### src/rtl/mac_pkg.sv
// Shared constants for the RMII MAC: frame magic, CRC32 parameters,
// discard reason codes, receive FSM state encoding and the CRC step function.
package mac_pkg;

  localparam logic [15:0] ETHER_MAGIC = 16'h5139;
  localparam logic [31:0] CRC_POLY    = 32'hedb88320;
  localparam logic [31:0] CRC_INIT    = 32'hffffffff;
  localparam logic [31:0] CRC_RESIDUE = 32'hdebb20e3;

  localparam logic [1:0] DIBIT_PRE = 2'b01;
  localparam logic [1:0] DIBIT_SFD = 2'b11;

  localparam logic [2:0] ERR_NONE  = 3'd0;
  localparam logic [2:0] ERR_DST   = 3'd1;
  localparam logic [2:0] ERR_MAGIC = 3'd2;
  localparam logic [2:0] ERR_ALIGN = 3'd3;
  localparam logic [2:0] ERR_RUNT  = 3'd4;
  localparam logic [2:0] ERR_CRC   = 3'd5;
  localparam logic [2:0] ERR_OVF   = 3'd6;
  localparam logic [2:0] ERR_FULL  = 3'd7;

  typedef enum logic [2:0] {
    ST_IDLE     = 3'd0,
    ST_PREAMBLE = 3'd1,
    ST_HEADER   = 3'd2,
    ST_PAYLOAD  = 3'd3,
    ST_DROP     = 3'd4
  } state_e;

  // Reflected CRC32 advanced by one dibit, bit 0 first.
  function automatic logic [31:0] crc32_dibit(input logic [31:0] crc,
                                              input logic [1:0]  dibit);
    logic [31:0] c;
    c = crc;
    for (int i = 0; i < 2; i++) begin
      if (c[0] ^ dibit[i]) c = (c >> 1) ^ CRC_POLY;
      else                 c = c >> 1;
    end
    return c;
  endfunction

endpackage

### src/rtl/mac_rx_crc32.sv
// Dibit-serial reflected CRC32 register with residue match flag.
// Shared between the RMII receive and transmit MACs.
module mac_rx_crc32
  import mac_pkg::*;
(
  input  logic        clk,
  input  logic        rst_n,
  input  logic        init,
  input  logic        en,
  input  logic [1:0]  dibit,
  output logic [31:0] crc,
  output logic        match
);

  logic [31:0] crc_q;
  logic [31:0] crc_d;

  // Next CRC: reload on init, otherwise fold in one dibit when enabled.
  always_comb begin
    crc_d = crc_q;
    if (init)    crc_d = CRC_INIT;
    else if (en) crc_d = crc32_dibit(crc_q, dibit);
  end

  // CRC state register.
  always_ff @(posedge clk or negedge rst_n) begin
    if (!rst_n) crc_q <= CRC_INIT;
    else        crc_q <= crc_d;
  end

  assign crc   = crc_q;
  assign match = (crc_q == CRC_RESIDUE);

endmodule

### src/rtl/mac_rx.sv
// RMII receive MAC: preamble/SFD hunt, header filtering (dst MAC, magic),
// 32-bit payload deserialisation with one-word holdback so the FCS is never
// written, CRC32 check and a single commit or discard pulse per frame.
// Optional build macro MAC_RX_STATS_EN adds saturating good/bad frame counters.
module mac_rx
  import mac_pkg::*;
#(
  parameter int MAC_PACKET_BITS = 9,
  parameter int MAX_WORDS       = 375,
  parameter int MIN_PREAMBLE    = 8
) (
  input  logic                       clk,
  input  logic                       rst_n,
  input  logic                       rx0,
  input  logic                       rx1,
  input  logic                       crs_dv,
  input  logic [47:0]                local_mac,
  output logic [31:0]                data_out,
  output logic                       data_wr_en,
  input  logic                       data_full,
  output logic                       frame_commit,
  output logic                       frame_discard,
  output logic [MAC_PACKET_BITS-1:0] frame_len,
  output logic [15:0]                frame_seq,
  output logic [2:0]                 err_code,
  output logic [15:0]                stat_good,
  output logic [15:0]                stat_bad
);

  logic [1:0]                 dibit_q, dibit_d;
  logic                       crs_q, crs_d;
  state_e                     state_q, state_d;
  logic [7:0]                 pre_cnt_q, pre_cnt_d;
  logic [3:0]                 dib_cnt_q, dib_cnt_d;
  logic [1:0]                 hdr_cnt_q, hdr_cnt_d;
  logic [31:0]                word_q, word_d;
  logic [31:0]                held_q, held_d;
  logic                       held_vld_q, held_vld_d;
  logic [MAC_PACKET_BITS-1:0] wr_cnt_q, wr_cnt_d;
  logic                       dst_ok_q, dst_ok_d;
  logic [15:0]                seq_q, seq_d;
  logic [2:0]                 err_pend_q, err_pend_d;
  logic [31:0]                data_q, data_d;
  logic                       wr_en_q, wr_en_d;
  logic                       commit_q, commit_d;
  logic                       discard_q, discard_d;
  logic [MAC_PACKET_BITS-1:0] len_q, len_d;
  logic [15:0]                fseq_q, fseq_d;
  logic [2:0]                 err_q, err_d;

  logic [4:0]                 bit_idx;
  logic [31:0]                word_nx;
  logic                       crc_init;
  logic                       crc_en;
  logic                       crc_match;
  logic [31:0]                crc_val_unused;

  // The CRC runs only while frame bytes are arriving; it is re-armed otherwise
  // so the first dibit after the SFD sees the initial value.
  assign crc_init = (state_q != ST_HEADER) && (state_q != ST_PAYLOAD);
  assign crc_en   = crs_q && !crc_init;

  mac_rx_crc32 u_crc (
    .clk   (clk),
    .rst_n (rst_n),
    .init  (crc_init),
    .en    (crc_en),
    .dibit (dibit_q),
    .crc   (crc_val_unused),
    .match (crc_match)
  );

  // Input capture: every decision below works on these registered values.
  always_comb begin
    dibit_d = {rx1, rx0};
    crs_d   = crs_dv;
  end

  // Receive FSM: next state, word assembly, filtering and output pulses.
  always_comb begin
    state_d    = state_q;
    pre_cnt_d  = pre_cnt_q;
    dib_cnt_d  = dib_cnt_q;
    hdr_cnt_d  = hdr_cnt_q;
    word_d     = word_q;
    held_d     = held_q;
    held_vld_d = held_vld_q;
    wr_cnt_d   = wr_cnt_q;
    dst_ok_d   = dst_ok_q;
    seq_d      = seq_q;
    err_pend_d = err_pend_q;
    data_d     = data_q;
    wr_en_d    = 1'b0;
    commit_d   = 1'b0;
    discard_d  = 1'b0;
    len_d      = len_q;
    fseq_d     = fseq_q;
    err_d      = err_q;

    // Byte b of the word lands in [31-8b -: 8]; dibit d of a byte is bits 2d+1:2d.
    bit_idx = {~dib_cnt_q[3:2], dib_cnt_q[1:0], 1'b0};
    word_nx = word_q;
    word_nx[bit_idx +: 2] = dibit_q;

    case (state_q)
      ST_IDLE: begin
        if (crs_q && dibit_q == DIBIT_PRE) begin
          state_d   = ST_PREAMBLE;
          pre_cnt_d = 8'd1;
        end
      end

      ST_PREAMBLE: begin
        if (!crs_q) begin
          state_d = ST_IDLE;
        end else if (dibit_q == DIBIT_PRE) begin
          if (pre_cnt_q != 8'hff) pre_cnt_d = pre_cnt_q + 8'd1;
        end else if (dibit_q == DIBIT_SFD && pre_cnt_q >= 8'(MIN_PREAMBLE)) begin
          state_d   = ST_HEADER;
          dib_cnt_d = 4'd0;
          hdr_cnt_d = 2'd0;
        end else begin
          state_d = ST_IDLE;
        end
      end

      ST_HEADER: begin
        if (!crs_q) begin
          // Carrier lost inside the header: the frame is too short to keep.
          state_d   = ST_IDLE;
          discard_d = 1'b1;
          err_d     = ERR_RUNT;
        end else begin
          word_d    = word_nx;
          dib_cnt_d = dib_cnt_q + 4'd1;
          if (hdr_cnt_q == 2'd1 && dib_cnt_q == 4'd7 &&
              !(dst_ok_q && word_nx[31:16] == local_mac[15:0])) begin
            state_d    = ST_DROP;
            err_pend_d = ERR_DST;
          end else if (dib_cnt_q == 4'd15) begin
            hdr_cnt_d = hdr_cnt_q + 2'd1;
            if (hdr_cnt_q == 2'd0) dst_ok_d = (word_nx == local_mac[47:16]);
            if (hdr_cnt_q == 2'd3) begin
              if (word_nx[31:16] != ETHER_MAGIC) begin
                state_d    = ST_DROP;
                err_pend_d = ERR_MAGIC;
              end else begin
                state_d    = ST_PAYLOAD;
                seq_d      = word_nx[15:0];
                held_vld_d = 1'b0;
                wr_cnt_d   = '0;
              end
            end
          end
        end
      end

      ST_PAYLOAD: begin
        if (!crs_q) begin
          state_d = ST_IDLE;
          if (dib_cnt_q != 4'd0) begin
            discard_d = 1'b1;
            err_d     = ERR_ALIGN;
          end else if (wr_cnt_q == '0) begin
            discard_d = 1'b1;
            err_d     = ERR_RUNT;
          end else if (!crc_match) begin
            discard_d = 1'b1;
            err_d     = ERR_CRC;
          end else begin
            commit_d = 1'b1;
            len_d    = wr_cnt_q;
            fseq_d   = seq_q;
          end
        end else begin
          word_d    = word_nx;
          dib_cnt_d = dib_cnt_q + 4'd1;
          if (dib_cnt_q == 4'd15) begin
            // The word just completed is held back; the previously held one
            // is now known not to be the FCS and can be written.
            held_d     = word_nx;
            held_vld_d = 1'b1;
            if (held_vld_q) begin
              if (wr_cnt_q == MAC_PACKET_BITS'(MAX_WORDS)) begin
                state_d    = ST_DROP;
                err_pend_d = ERR_OVF;
              end else if (data_full) begin
                state_d    = ST_DROP;
                err_pend_d = ERR_FULL;
              end else begin
                data_d   = held_q;
                wr_en_d  = 1'b1;
                wr_cnt_d = wr_cnt_q + MAC_PACKET_BITS'(1);
              end
            end
          end
        end
      end

      ST_DROP: begin
        if (!crs_q) begin
          state_d   = ST_IDLE;
          discard_d = 1'b1;
          err_d     = err_pend_q;
        end
      end

      default: state_d = ST_IDLE;
    endcase
  end

  // State, datapath and output registers; reset aborts any frame silently.
  always_ff @(posedge clk or negedge rst_n) begin
    if (!rst_n) begin
      dibit_q    <= 2'b00;
      crs_q      <= 1'b0;
      state_q    <= ST_IDLE;
      pre_cnt_q  <= 8'd0;
      dib_cnt_q  <= 4'd0;
      hdr_cnt_q  <= 2'd0;
      word_q     <= 32'd0;
      held_q     <= 32'd0;
      held_vld_q <= 1'b0;
      wr_cnt_q   <= '0;
      dst_ok_q   <= 1'b0;
      seq_q      <= 16'd0;
      err_pend_q <= ERR_NONE;
      data_q     <= 32'd0;
      wr_en_q    <= 1'b0;
      commit_q   <= 1'b0;
      discard_q  <= 1'b0;
      len_q      <= '0;
      fseq_q     <= 16'd0;
      err_q      <= ERR_NONE;
    end else begin
      dibit_q    <= dibit_d;
      crs_q      <= crs_d;
      state_q    <= state_d;
      pre_cnt_q  <= pre_cnt_d;
      dib_cnt_q  <= dib_cnt_d;
      hdr_cnt_q  <= hdr_cnt_d;
      word_q     <= word_d;
      held_q     <= held_d;
      held_vld_q <= held_vld_d;
      wr_cnt_q   <= wr_cnt_d;
      dst_ok_q   <= dst_ok_d;
      seq_q      <= seq_d;
      err_pend_q <= err_pend_d;
      data_q     <= data_d;
      wr_en_q    <= wr_en_d;
      commit_q   <= commit_d;
      discard_q  <= discard_d;
      len_q      <= len_d;
      fseq_q     <= fseq_d;
      err_q      <= err_d;
    end
  end

  assign data_out      = data_q;
  assign data_wr_en    = wr_en_q;
  assign frame_commit  = commit_q;
  assign frame_discard = discard_q;
  assign frame_len     = len_q;
  assign frame_seq     = fseq_q;
  assign err_code      = err_q;

`ifdef MAC_RX_STATS_EN
  logic [15:0] stat_good_q, stat_good_d;
  logic [15:0] stat_bad_q, stat_bad_d;

  // Saturating frame counters, stepping together with the commit/discard pulse.
  always_comb begin
    stat_good_d = stat_good_q;
    stat_bad_d  = stat_bad_q;
    if (commit_d && stat_good_q != 16'hffff)  stat_good_d = stat_good_q + 16'd1;
    if (discard_d && stat_bad_q != 16'hffff)  stat_bad_d  = stat_bad_q + 16'd1;
  end

  // Counter registers.
  always_ff @(posedge clk or negedge rst_n) begin
    if (!rst_n) begin
      stat_good_q <= 16'd0;
      stat_bad_q  <= 16'd0;
    end else begin
      stat_good_q <= stat_good_d;
      stat_bad_q  <= stat_bad_d;
    end
  end

  assign stat_good = stat_good_q;
  assign stat_bad  = stat_bad_q;
`else
  assign stat_good = 16'd0;
  assign stat_bad  = 16'd0;
`endif

endmodule
### config.mk
export PLATFORM = sky130hd
export DESIGN_NAME = mac_rx
export DESIGN_NICKNAME = d
export VERILOG_FILES = /design/src/rtl/mac_pkg.sv /design/src/rtl/mac_rx_crc32.sv /design/src/rtl/mac_rx.sv
export SDC_FILE = /design/constraint.sdc
export NUM_CORES = 1
export LEC_CHECK = 0
export CAP_MARGIN = 20
export CORE_MARGIN = 2
export CORE_UTILIZATION = 55
export DETAILED_ROUTE_END_ITERATION = 12
export GPL_TIMING_DRIVEN = 0
export PLACE_DENSITY = 0.8
export SLEW_MARGIN = 20
export SYNTH_ARGS = -nofsm -noshare
export SYNTH_HDL_FRONTEND = slang
export SYNTH_HIERARCHICAL = 1
export SYNTH_SLANG_ARGS = --single-unit
export TNS_END_PERCENT = 100
### constraint.sdc
create_clock -name clk -period 6.8 [get_ports clk]
set_clock_uncertainty 0.15 [all_clocks]
set_input_delay 0.68 -clock clk [delete_from_list [all_inputs] [get_ports clk]]
set_output_delay 0.68 -clock clk [all_outputs]
set_load 0.005 [all_outputs]
=== Word level (Yosys, flattened, before mapping) ===
Cells that the tools add are included.

* Multiply operators: 0
* Eq/ne operators: 49
* Reductions and logical operators: 35
* Muxes and demuxes: 94
* Add/sub/neg operators: 5
* $lt $le $gt $ge: 1
* Shift operators: 2
* Bitwise gates (word level): 12
* Div/mod/pow operators: 0

{| class="wikitable"
|+ Operators by type and width
! operator !! number
|-
| $mux W32 || 6
|-
| $mux W3 || 30
|-
| $mux W9 || 10
|-
| $ne A2 B2 Y1 const B || 19
|-
| $bwmux W32 || 1
|-
| $eq A32 B32 Y1 || 1
|-
| $eq A32 B32 Y1 const B || 1
|-
| $mux W8 || 4
|-
| $shift A2 B7 Y32 const A || 1
|-
| $shiftx A2 B7 Y32 || 1
|-
| $not A13 Y14 || 2
|-
| $reduce_and A5 Y1 || 5
|-
| $mux W1 || 23
|-
| $ne A3 B3 Y1 const B || 7
|-
| $pmux W9 S2 || 1
|-
| $eq A16 B16 Y1 || 1
|-
| $mux W4 || 4
|-
| $ne A16 B15 Y1 const B || 1
|-
| $ne A4 B4 Y1 const B || 4
|-
| $pmux W8 S2 || 1
|-
| $reduce_and A8 Y1 || 2
|-
| $pmux W3 S5 || 1
|-
| $mux W2 || 7
|-
| $reduce_and A6 Y1 || 2
|-
| 39 further kinds || 63
|}

* Bits in registers: 209
* Latch bits: 0
* Word-level logic and storage cells: 219
* Memories: 0
* Memory bits (read-only): 0
* Memory bits (writable): 0

=== Depth between registers and ports, before layout ===
Gate-level depths: netlist (run 1).

* Word-level depth: 11
* Gate-level depth with buffers: 15

=== By module ===
Netlist (run 1), hierarchy kept.

{| class="wikitable"
|+ By module, submodules not included
! module !! seq. area each (µm²) !! times used !! cells an instance !! area each (µm²)
|-
| mac_rx || 4429.2 || 1 || 934 || 8968.6
|-
| mac_rx_crc32 || 840.8 || 1 || 141 || 1745.4
|}

=== Worst setup path before layout (run 1) ===
OpenSTA, ideal clock, no wires.

* Path kind: register to register
* Start: reg dib_cnt_q[0]
* End: reg state_q[0]
* Setup slack: 2.946 ns
* Required time: 6.528 ns
* Arrival time: 3.583 ns
* Setup time: 0.122 ns
* Stages on the path, launching flop included: 15
* Path buffers: 3
* Path through: dfrtp_1 > buf_6 > clkbuf_1 > inv_1 > ha_1 > nor2b_1 > and3_1 > clkbuf_1 > mux2i_1 > nor2_1 > or4_1 > or4_4 > o21ai_4 > a41oi_2 > a32o_1

* Word-level cells in the longest chain between the ends: 10
* Elaborated cells between the ends (all ways): 22
* Those cells by class: add/sub: 1; eq/ne: 7; shift: 2; mux: 7; reduce/logical: 5

{| class="wikitable"
|+ RTL lines
! element !! RTL line !! RTL
|-
| from (decl) || mac_rx.sv:34 || <nowiki>logic [3:0] dib_cnt_q, dib_cnt_d;</nowiki>
|-
| from (signal assigned) || mac_rx.sv:240 || <nowiki>dib_cnt_q <= dib_cnt_d;</nowiki>
|-
| $neg A5 Y7 || mac_rx.sv:103 || <nowiki>word_nx[bit_idx +: 2] = dibit_q;</nowiki>
|-
| $shiftx A2 B7 Y32 or $shift A2 B7 Y32 (tied branches) || mac_rx.sv:103 ||
|-
| $bwmux W32 || mac_rx.sv:103 ||
|-
| $ne A16 B15 Y1 or $eq A16 B16 Y1 (tied branches) || mac_rx.sv:144, mac_rx.sv:137 ||
|-
| $mux W3 or $logic_and A1 B1 Y1 (tied branches) || mac_rx.sv:144, mac_rx.sv:137 ||
|-
| $mux W3 or $logic_not A1 Y1 (tied branches) || mac_rx.sv:143, mac_rx.sv:137 ||
|-
| $mux W3 or $logic_and A1 B1 Y1 (tied branches) || mac_rx.sv:140, mac_rx.sv:136 ||
|-
| $mux W3 || mac_rx.sv:136 || <nowiki>if (hdr_cnt_q == 2'd1 && dib_cnt_q == 4'd7 &&</nowiki>
|-
| $mux W3 || mac_rx.sv:128 || <nowiki>if (!crs_q) begin</nowiki>
|-
| $pmux W3 S5 || mac_rx.sv:105 || <nowiki>case (state_q)</nowiki>
|-
| to (signal assigned) || mac_rx.sv:238 || <nowiki>state_q <= state_d;</nowiki>
|-
| to (decl) || mac_rx.sv:32 || <nowiki>state_e state_q, state_d;</nowiki>
|}

Parallel ways exist; a longest one is shown, timed or not. The select of a mux whose other input is x is not followed.
A chain may end at the register's enable or synchronous reset.

=== Worst setup path after layout (run 1) ===
Ends and elaborated chain as after synthesis.

==> results.toml, run 1 <==
[run_status]
status = "complete, no violations"

[final_layout]
final_layout_size_suffix_gt1_share_pct = 12.9
nNetsFinal = 1315
fin_cells = 1528
antennaDiodeCount = 0
design_area_um2 = 13100
area_delta_synth_final_pct = 22.2

[logic_synthesis]
synth_common_cells = "177 x dfrtp_1, 166 x nand2_1, 124 x o21ai_0"
synth_top_area_share_pct = 41.3
async_reset_ff_share_pct = 100
synth_fa_ha_area_share_pct = 1.40
yosys.area_share.simple_pct = 16.3
synth_compound_area_share_pct = 14.5
yosys.area.top_type = "dfrtp_1"
synthFlopType = "dfrtp_1"
syn_area_um2 = 10700
synth_area_per_cell_um2 = 9.97
yosysWarnings = 6
synth_xor_area_share_pct = 6.41
synth_edf_count = 0
synth_top_family_by_area = "simple AND/OR/NAND/NOR gates"
yosys-top-cells-area = "dfrtp_1 41%, dfstp_2 7.8%, nand2_1 5.8%, o21ai_0 5.8%, mux2_2 3.7%"
synth_cell_type_count = 80
syn-instance-count = 1075
yosysMostFrequentCell = "dfrtp_1"
yosys-mux-area-fraction_pct = 6.22
ys_seq_area_share_pct = 49.2
synth-seq-cells = 209

[critical_path]
reg2reg_slack_ns = 1.99
cp_max_fo = 10
critPathCaptureType = "register"
cp-start-kind = "register"
cp.required_ns = 7.04
worstReg2RegStart = "dib_cnt_q[0]$_DFFE_PN0P_"
slowest_delay_ns = 0.59
critPathKind = "reg2reg"
critPathLaunch = "dib_cnt_q[0]$_DFFE_PN0P_"
crit_slowest_cell = "or4_4"
crit_chain = "buf_6, clkbuf_1, inv_1, ha_1, nor2b_1, and3_1, clkbuf_1, mux2i_1, nor2_1, or4_1, or4_4, o21ai_4, a41oi_2, a32o_1"
path_common_cell = "clkbuf_1"
crit_arrival_ns = 5.05

[flow_run]
drv_cap = 0

[global_routing]
gr-total-overflow = 0
grt_pass1_wl_mm = 43.6
antenna_found_initial = 0
grt_usage_pct = 26.7
grt_pass1_vias = 8354
grt_max_degree = 103

[placement]
dpl.hpwl_mm = 19.7
dp_cells = 1489
io_buffers = 116
routabilityCongestion = 0.956
post_dp_cell_area_um2 = 12400

[floorplan]
core-area_um2 = 19300
dieArea_um2 = 20600
die_y_um = 144
die_x_um = 144
rows = 51
ios = 149
initial_core_util_pct = 55.6

[cts]
cts_setup_buffers = 0
numCtsBuffers = 22
cts_root_buf = "clkbuf_16"
cts_tree = "done"
cts_buffer_depth = 3
post_cts_resized = 0
insertion_delay_ns = 0.51
clkSinkCount = 209
clk_pin_slew_ns = 0.06
cts_max_level = 1

[routing]
routed_wl_mm = 27.4
drtIter0Drc = 576
ant_nets = 0
via_per_inst = 5.66
dr.pass1.iters = 7
vias = 8641
drc = 0
routedWlPerCell_um = 17.9

[timing]
min_period_ns = 4.81
slew_headroom_pct = 34.1
max_freq_mhz = 208
hold_viol = 0
slew_violations = 0
finalCritPeriodShare_pct = 70.8
rsz0062_at_grt = "false"
tightestPinTransition_ns = 0.989
setup_viol_count_final = 0

[pwr]
leakagePower_nw = 5.70
finalPower_mw = 2.87
vdd_drop_max_uv = 193
power_density_nw_per_um2 = 219

[min_path]
min-delay-start = "frame_len[7]$_DFFE_PN0P_"
hp-class = "reg2reg"
## cells by family after synthesis
| kind of cell | Yosys count |
|---|---|
| and+or+nand+nor | 356 |
| xor gates and xnor gates | 66 |
| DFF | 209 |
| muxes | 61 |
| AOI/OAI and AO/OA | 245 |
| adders and majority gates | 12 |
| other | 1 |
| buffers and inverters | 125 |
## layer usage
metal | GRT usage [%] | part of all wire, %
met1 | 37.4 | 43
met5 | 0 | 0
met2 | 43.5 | 48
met3 | 4.17 | 7.1
met4 | 7.48 | 2.3
## layout make-up
cell class                 count  area (µm²)
tap                          265         332
buffer                        84         485
multi-input combinational    772        4920
sequential                   209        5270
inverter                      41         154
timing repair buffer         119        1230
clock inverter                 6        66.3
clock buffer                  32         628
fill                        1513        6180
## repair_timing
item	in CTS	in global routing
hold endpoints to repair	32	0
endpoints found under the setup margin	0	0
hold buffers	1	0
## cells in the final DEF, fill, tap and decap left out, drive strengths merged, types with 32 or more instances in the layout
cell type	count
mux2	35
nor2	44
clkdlybuf4s50	115
o21ai	135
dfstp	32
nand2	166
clkbuf	74
buf	45
dfrtp	177
xnor2	39
conb	32
inv	39
## power breakdown
group | internal, mW | switching [mW]
registers | 1.27 | 0.0238
clock network | 0.679 | 0.486
logic | 0.173 | 0.236
## final timing paths
check,end,cells past startpoint
worst max-delay path,state_q[0]$_DFFE_PN0P_,14
max in group asynchronous,u_crc/crc[3]$_DFFE_PN1P_,4
worst min register to register,frame_len[7]$_DFFE_PN0P_,2
worst max register to register,state_q[0]$_DFFE_PN0P_,14
worst min-delay path,frame_len[7]$_DFFE_PN0P_,2
min in group asynchronous,frame_seq[9]$_DFFE_PN0P_,2
## registers in the layout (all words and copies together), names as in the netlist, 3 cells and up
signal,flops
seq_q,16
frame_len,9
held_q,32
pre_cnt_q,8
state_q,3
err_pend_q,3
frame_seq,16
wr_cnt_q,9
word_q,32
dib_cnt_q,4
data_out,32
u_crc/crc,32
err_code,3
## through the flow
| step | hold WS [ns] | setup WS, ns | utilization, % | setup TNS, ns |
|---|---|---|---|---|
| floorplan | 0.234 | 2.95 | - | 0 |
| global placement | 0.309 | -3.70 | 63.9 | -686.29 |
| detailed placement | 0.312 | 2.12 | 64.3 | 0 |
| CTS | 0.327 | 2.09 | 67.9 | 0 |
| global route | 0.343 | 1.66 | 67.9 | 0 |
| finish | 0.320 | 1.99 | 67.9 | 0 |
## worst max-delay path: cells and delay by family, from the launching register on
family	cells	cell delay (ns)
buffers and inverters	4	0.83
AND/OR/NAND/NOR	5	1.67
AO/OA/AOI/OAI	3	0.66
adder cells (fa/ha/maj)	1	0.46
flip-flops	1	0.42
multiplexers	1	0.50
No activity file was read; power rests on OpenSTA's default activity.
==> run 2: changes to the inputs <==
CORE_UTILIZATION = 50   (was 55)
PLACE_DENSITY = 0.77   (was 0.8)
clock period = 4 ns   (was 6.8 ns; I/O delays follow)
==> results.toml, run 2 (synthesized netlist as in run 1, its figures left out) <==
[run_status]
status = "complete, no violations"

[critical_path]
crit_chain = "buf_6, clkbuf_4, inv_2, ha_4, nor3b_2, a31o_2, nand2_1, mux2i_1, xor2_1, nand2_1, nor4_1, nand4_1, o31ai_1"
critPathCaptureType = "register"
endpoint = "dst_ok_q$_DFFE_PN0P_"
worst_r2r_path_depth = 13
worstReg2RegStart = "dib_cnt_q[0]$_DFFE_PN0P_"
cp-start-kind = "register"
path_common_cell = "nand2_1"
critPathKind = "reg2reg"
worstReg2RegEnd = "dst_ok_q$_DFFE_PN0P_"
cp_max_fo = 10
slowest_delay_ns = 0.77
cp.required_ns = 4.27
crit_arrival_ns = 4.19
reg2reg_slack_ns = 0.07
critPathLaunch = "dib_cnt_q[0]$_DFFE_PN0P_"
crit_slowest_cell = "nor4_1"

[routing]
dr.pass1.iters = 5
routed_wl_mm = 28.3
vias = 8833
ant_nets = 0
drtIter0Drc = 622
via_per_inst = 5.66
drc = 0
routedWlPerCell_um = 18.1

[placement]
dp_cells = 1499
io_buffers = 116
routabilityCongestion = 0.911
dpl.hpwl_mm = 20.1

[timing]
setup_viol_count_final = 0
finalCritPeriodShare_pct = 98.2
rsz0062_at_grt = "true"
max_freq_mhz = 255
slew_headroom_pct = 24.2
slew_violations = 0
min_period_ns = 3.93
hold_viol = 0
tightestPinTransition_ns = 1.13

[pwr]
leakagePower_nw = 5.86
power_density_nw_per_um2 = 378
finalPower_mw = 5.09
vdd_drop_max_uv = 294

[cts]
cts_buffer_depth = 3
cts_max_level = 1
cts_root_buf = "clkbuf_16"
clk_pin_slew_ns = 0.06
numCtsBuffers = 23
clkSinkCount = 209
cts_tree = "done"
insertion_delay_ns = 0.52

[final_layout]
fillers = 1698
fin_cells = 1561
area_delta_synth_final_pct = 25.6
final_layout_size_suffix_gt1_share_pct = 16.4
antennaDiodeCount = 0
layout_commonest_cell = "dfrtp_1"
most-common-layout-cells = "176 x dfrtp_1, 166 x nand2_1, 121 x o21ai_0"
nNetsFinal = 1338

[global_routing]
grt_max_degree = 81
gr-total-overflow = 0
grt_pass1_wl_mm = 45.0
grt_pass1_vias = 8532
antenna_found_initial = 0
grt_usage_pct = 25.0

[floorplan]
rows = 53
die_x_um = 150
dieArea_um2 = 22600
core-area_um2 = 21000
die_y_um = 150
initial_core_util_pct = 51.0
ios = 149

[min_path]
hp-class = "in2reg"

[flow_run]
drv_cap = 0
==> run 2: changes by cell type in the layout (fill, tap and decap cells not counted), sizes merged <==
cell	before	now
buf	45	70
clkbuf	74	72
clkinv	7	5
bufinv	1	2
inv	39	40
==> run 2: through the flow <==
step	hold slack [ns]	setup WS [ns]	TNS, ns	util, %	instance area (µm²)
after global placement	0.307	-6.19	-1216.22	58.7	12300
after global routing	0.187	-0.0552	-0.0654	64.0	13500
after floorplan	-0.0456	0.146	0	-	10800
after detailed placement	0.271	-0.778	-15.57	59.0	12400
final	0.179	0.0733	0	64.0	13500
after CTS	0.170	0.0407	0	63.5	13300
==> run 2: cell type report <==
type	instances	area (µm²)	share of cell area [%]
Clock buffer	33	663	4.93
Buffer	81	484	3.60
Timing Repair Buffer	144	1420	10.5
Tap cell	275	344	2.56
Sequential cell	209	5270	39.2
Clock inverter	6	82.6	0.613
Inverter	41	154	1.14
Multi-Input combinational cell	772	5040	37.5
==> run 2: worst min path at each step <==
stage | startpoint | end | slack [ns] | depth (start not counted)
3_3_place_gp | held_q[4]$_DFFE_PN0P_ | held_q[4]$_DFFE_PN0P_ | 0.31 | 2
2_1_floorplan | rst_n | crs_q$_DFF_PN0_ | -0.05 | 0
6_report | rx1 | dibit_q[1]$_DFF_PN0_ | 0.18 | 1
4_1_cts | rx1 | dibit_q[1]$_DFF_PN0_ | 0.17 | 1
5_1_grt | crs_dv | crs_q$_DFF_PN0_ | 0.19 | 1
3_5_place_dp | rst_n | frame_seq[10]$_DFFE_PN0P_ | 0.27 | 1
==> run 2: per-layer routing <==
layer / share of wire (%) / GRT usage, %
met5: 0 / 0
met4: 2.7 / 6.51
met3: 7.2 / 4.30
met2: 47 / 39.9
met1: 43 / 35.6
==> run 2: report_power, final <==
part / leakage, nW / internal, mW / switching (mW)
combinational: 2.73 / 0.352 / 0.430
sequential: 2.76 / 2.16 / 0.0397
clock: 0.367 / 1.27 / 0.839
total: 5.86 / 3.78 / 1.31
==> run 2: what timing repair did <==
item                                   4_1_cts  5_1_grt
gates cloned                                 0        0
pin swaps                                    9        9
buffers inserted                            15       10
hold buffers                                 1        0
endpoints found under the hold margin       79        0
setup endpoints to repair                   34       27
gates resized for setup                     21       18
==> run 2: worst max-delay path, delay by kind of cell (launching register included) <==
family	cells	cell delay, ns
buffers and inverters	3	0.45
and+or+nand+nor	5	1.42
DFF	1	0.41
AOI/OAI and AO/OA	2	0.42
adders and majority gates	1	0.19
muxes	1	0.55
xor gates and xnor gates	1	0.23
==> run 3: changes to the inputs <==
CORE_MARGIN = unset   (was 2)
==> results.toml, run 3 (synthesized netlist as in run 1, its figures left out) <==
[run_status]
status = "complete, no violations"

[timing]
max_freq_mhz = 255
slew_headroom_pct = 28.8
holdWs_ns = 0.177
finalCritPeriodShare_pct = 98.1
setup_viol_count_final = 0
fin_setup_tns_ns = 0
slew_violations = 0
min_period_ns = 3.93
hold_viol = 0
finalWorstSetupSlack_ns = 0.0747
tightestPinTransition_ns = 1.06

[critical_path]
cp-start-kind = "register"
critPathKind = "reg2reg"
crit_arrival_ns = 4.17
cp.required_ns = 4.25
slowest_delay_ns = 0.61
reg2reg_slack_ns = 0.07
path_common_cell = "buf_4"
crit_slowest_cell = "or4_4"
crit_chain = "buf_6, clkbuf_4, inv_2, ha_4, and3b_2, o211ai_4, buf_4, buf_4, mux2i_4, xor2_1, nand4b_1, or4_4, o21ai_4, buf_4, a21oi_1, o21a_1"
critPathCaptureType = "register"
cp_max_fo = 10

[global_routing]
gr-total-overflow = 0
grt_usage_pct = 25.9
grt_pass1_vias = 8459
antenna_found_initial = 0
grt_pass1_wl_mm = 44.8
grt_max_degree = 79

[cts]
clk_pin_slew_ns = 0.06
cts_tree = "done"
numCtsBuffers = 23
cts_max_level = 1
clkSinkCount = 209
insertion_delay_ns = 0.51
cts_buffer_depth = 3
cts_root_buf = "clkbuf_16"

[placement]
dpl.hpwl_mm = 20.0
io_buffers = 116
place_ws_ns = -0.755
post_dp_cell_area_um2 = 12400
routabilityCongestion = 0.962

[pwr]
leakagePower_nw = 5.85
vdd_drop_max_uv = 321
combPwrFrac_pct = 15.0
power.share.clock_pct = 42.9
seq_power_share_pct = 42.2
power_density_nw_per_um2 = 387
swShare_pct = 25.6
switchingPower_mw = 1.33
p_int_mw = 3.88

[floorplan]
core-area_um2 = 21000
initial_core_util_pct = 51.0
dieArea_um2 = 22000
ios = 149
rows = 53
die_y_um = 148
die_x_um = 148

[final_layout]
design_area_um2 = 13500
final_layout_size_suffix_gt1_share_pct = 16.4
fillers = 1680
most-common-layout-cells = "176 x dfrtp_1, 166 x nand2_1, 123 x o21ai_0"
nNetsFinal = 1333
layout_commonest_cell = "dfrtp_1"
area_delta_synth_final_pct = 25.7
antennaDiodeCount = 0

[routing]
routed_wl_mm = 28.0
drc = 0
via_per_inst = 5.61
routedWlPerCell_um = 17.9
dr.pass1.iters = 5
ant_nets = 0
drtIter0Drc = 653
vias = 8744

[min_path]
hp-class = "in2reg"

[flow_run]
drv_cap = 0
## run 3: final timing paths
| kind | start | depth (start not counted) | endpoint |
|---|---|---|---|
| worst max-delay path | dib_cnt_q[0]$_DFFE_PN0P_ | 16 | err_pend_q[0]$_DFFE_PN0P_ |
| worst min-delay path | rx0 | 1 | dibit_q[0]$_DFF_PN0_ |
| worst max register to register | dib_cnt_q[0]$_DFFE_PN0P_ | 16 | err_pend_q[0]$_DFFE_PN0P_ |
| worst min register to register | frame_len[5]$_DFFE_PN0P_ | 2 | frame_len[5]$_DFFE_PN0P_ |
| max in group asynchronous | rst_n | 3 | u_crc/crc[11]$_DFFE_PN1P_ |
| min in group asynchronous | rst_n | 2 | frame_seq[10]$_DFFE_PN0P_ |
## run 3: timing repair
item | in CTS | in global routing
hold endpoints to repair | 76 | 0
pin swaps | 9 | 7
setup endpoints to repair | 34 | 25
gates resized for setup | 21 | 13
setup buffers | 13 | 7
hold buffers | 1 | 0
## run 3: worst max-delay path, delay by kind of cell, from the launching register on
| kind | cells | cell delay [ns] |
|---|---|---|
| buffers and inverters | 6 | 0.88 |
| AOI/OAI and AO/OA | 4 | 0.72 |
| muxes | 1 | 0.27 |
| xor gates and xnor gates | 1 | 0.19 |
| DFF | 1 | 0.40 |
| and+or+nand+nor | 3 | 1.02 |
| adders and majority gates | 1 | 0.19 |
## run 3: layout make-up
| type | count | area (µm²) | area share [%] |
|---|---|---|---|
| Sequential cell | 209 | 5270 | 39.1 |
| Multi-Input combinational cell | 772 | 5040 | 37.4 |
| Timing Repair Buffer | 139 | 1380 | 10.3 |
| Clock buffer | 29 | 628 | 4.66 |
| Buffer | 81 | 485 | 3.60 |
| Tap cell | 275 | 344 | 2.55 |
| Clock inverter | 13 | 171 | 1.27 |
| Inverter | 41 | 154 | 1.14 |
## run 3: power groups by stage
| stage | clock network, mW | logic [mW] | registers (mW) |
|---|---|---|---|
| after detailed placement | 0 | 0.683 | 2.24 |
| after global placement | 0 | 0.662 | 2.24 |
| after global routing | 2.35 | 0.847 | 2.21 |
| after floorplan | 0 | 0.436 | 2.23 |
| after CTS | 2.26 | 0.749 | 2.20 |
| final | 2.23 | 0.781 | 2.20 |
## run 3: routing by layer
layer / global-route usage (%) / wire length, µm / vias to the layer above
met1: 36.1 / 12100 / 4291
li1: - / - / 4061
met4: 6.60 / 602 / 0
met3: 4.26 / 2110 / 46
met5: 0 / 0 / -
met2: 42.0 / 13200 / 346
## run 3: per-stage QoR
stage                     utilization, %  std cells  total power, mW
after floorplan                        -       1106             2.66
after global placement              58.7       1497             2.90
after detailed placement            59.0       1499             2.92
after CTS                           63.7       1553             5.21
after global routing                64.1       1559             5.40
final                               64.1       1559             5.21
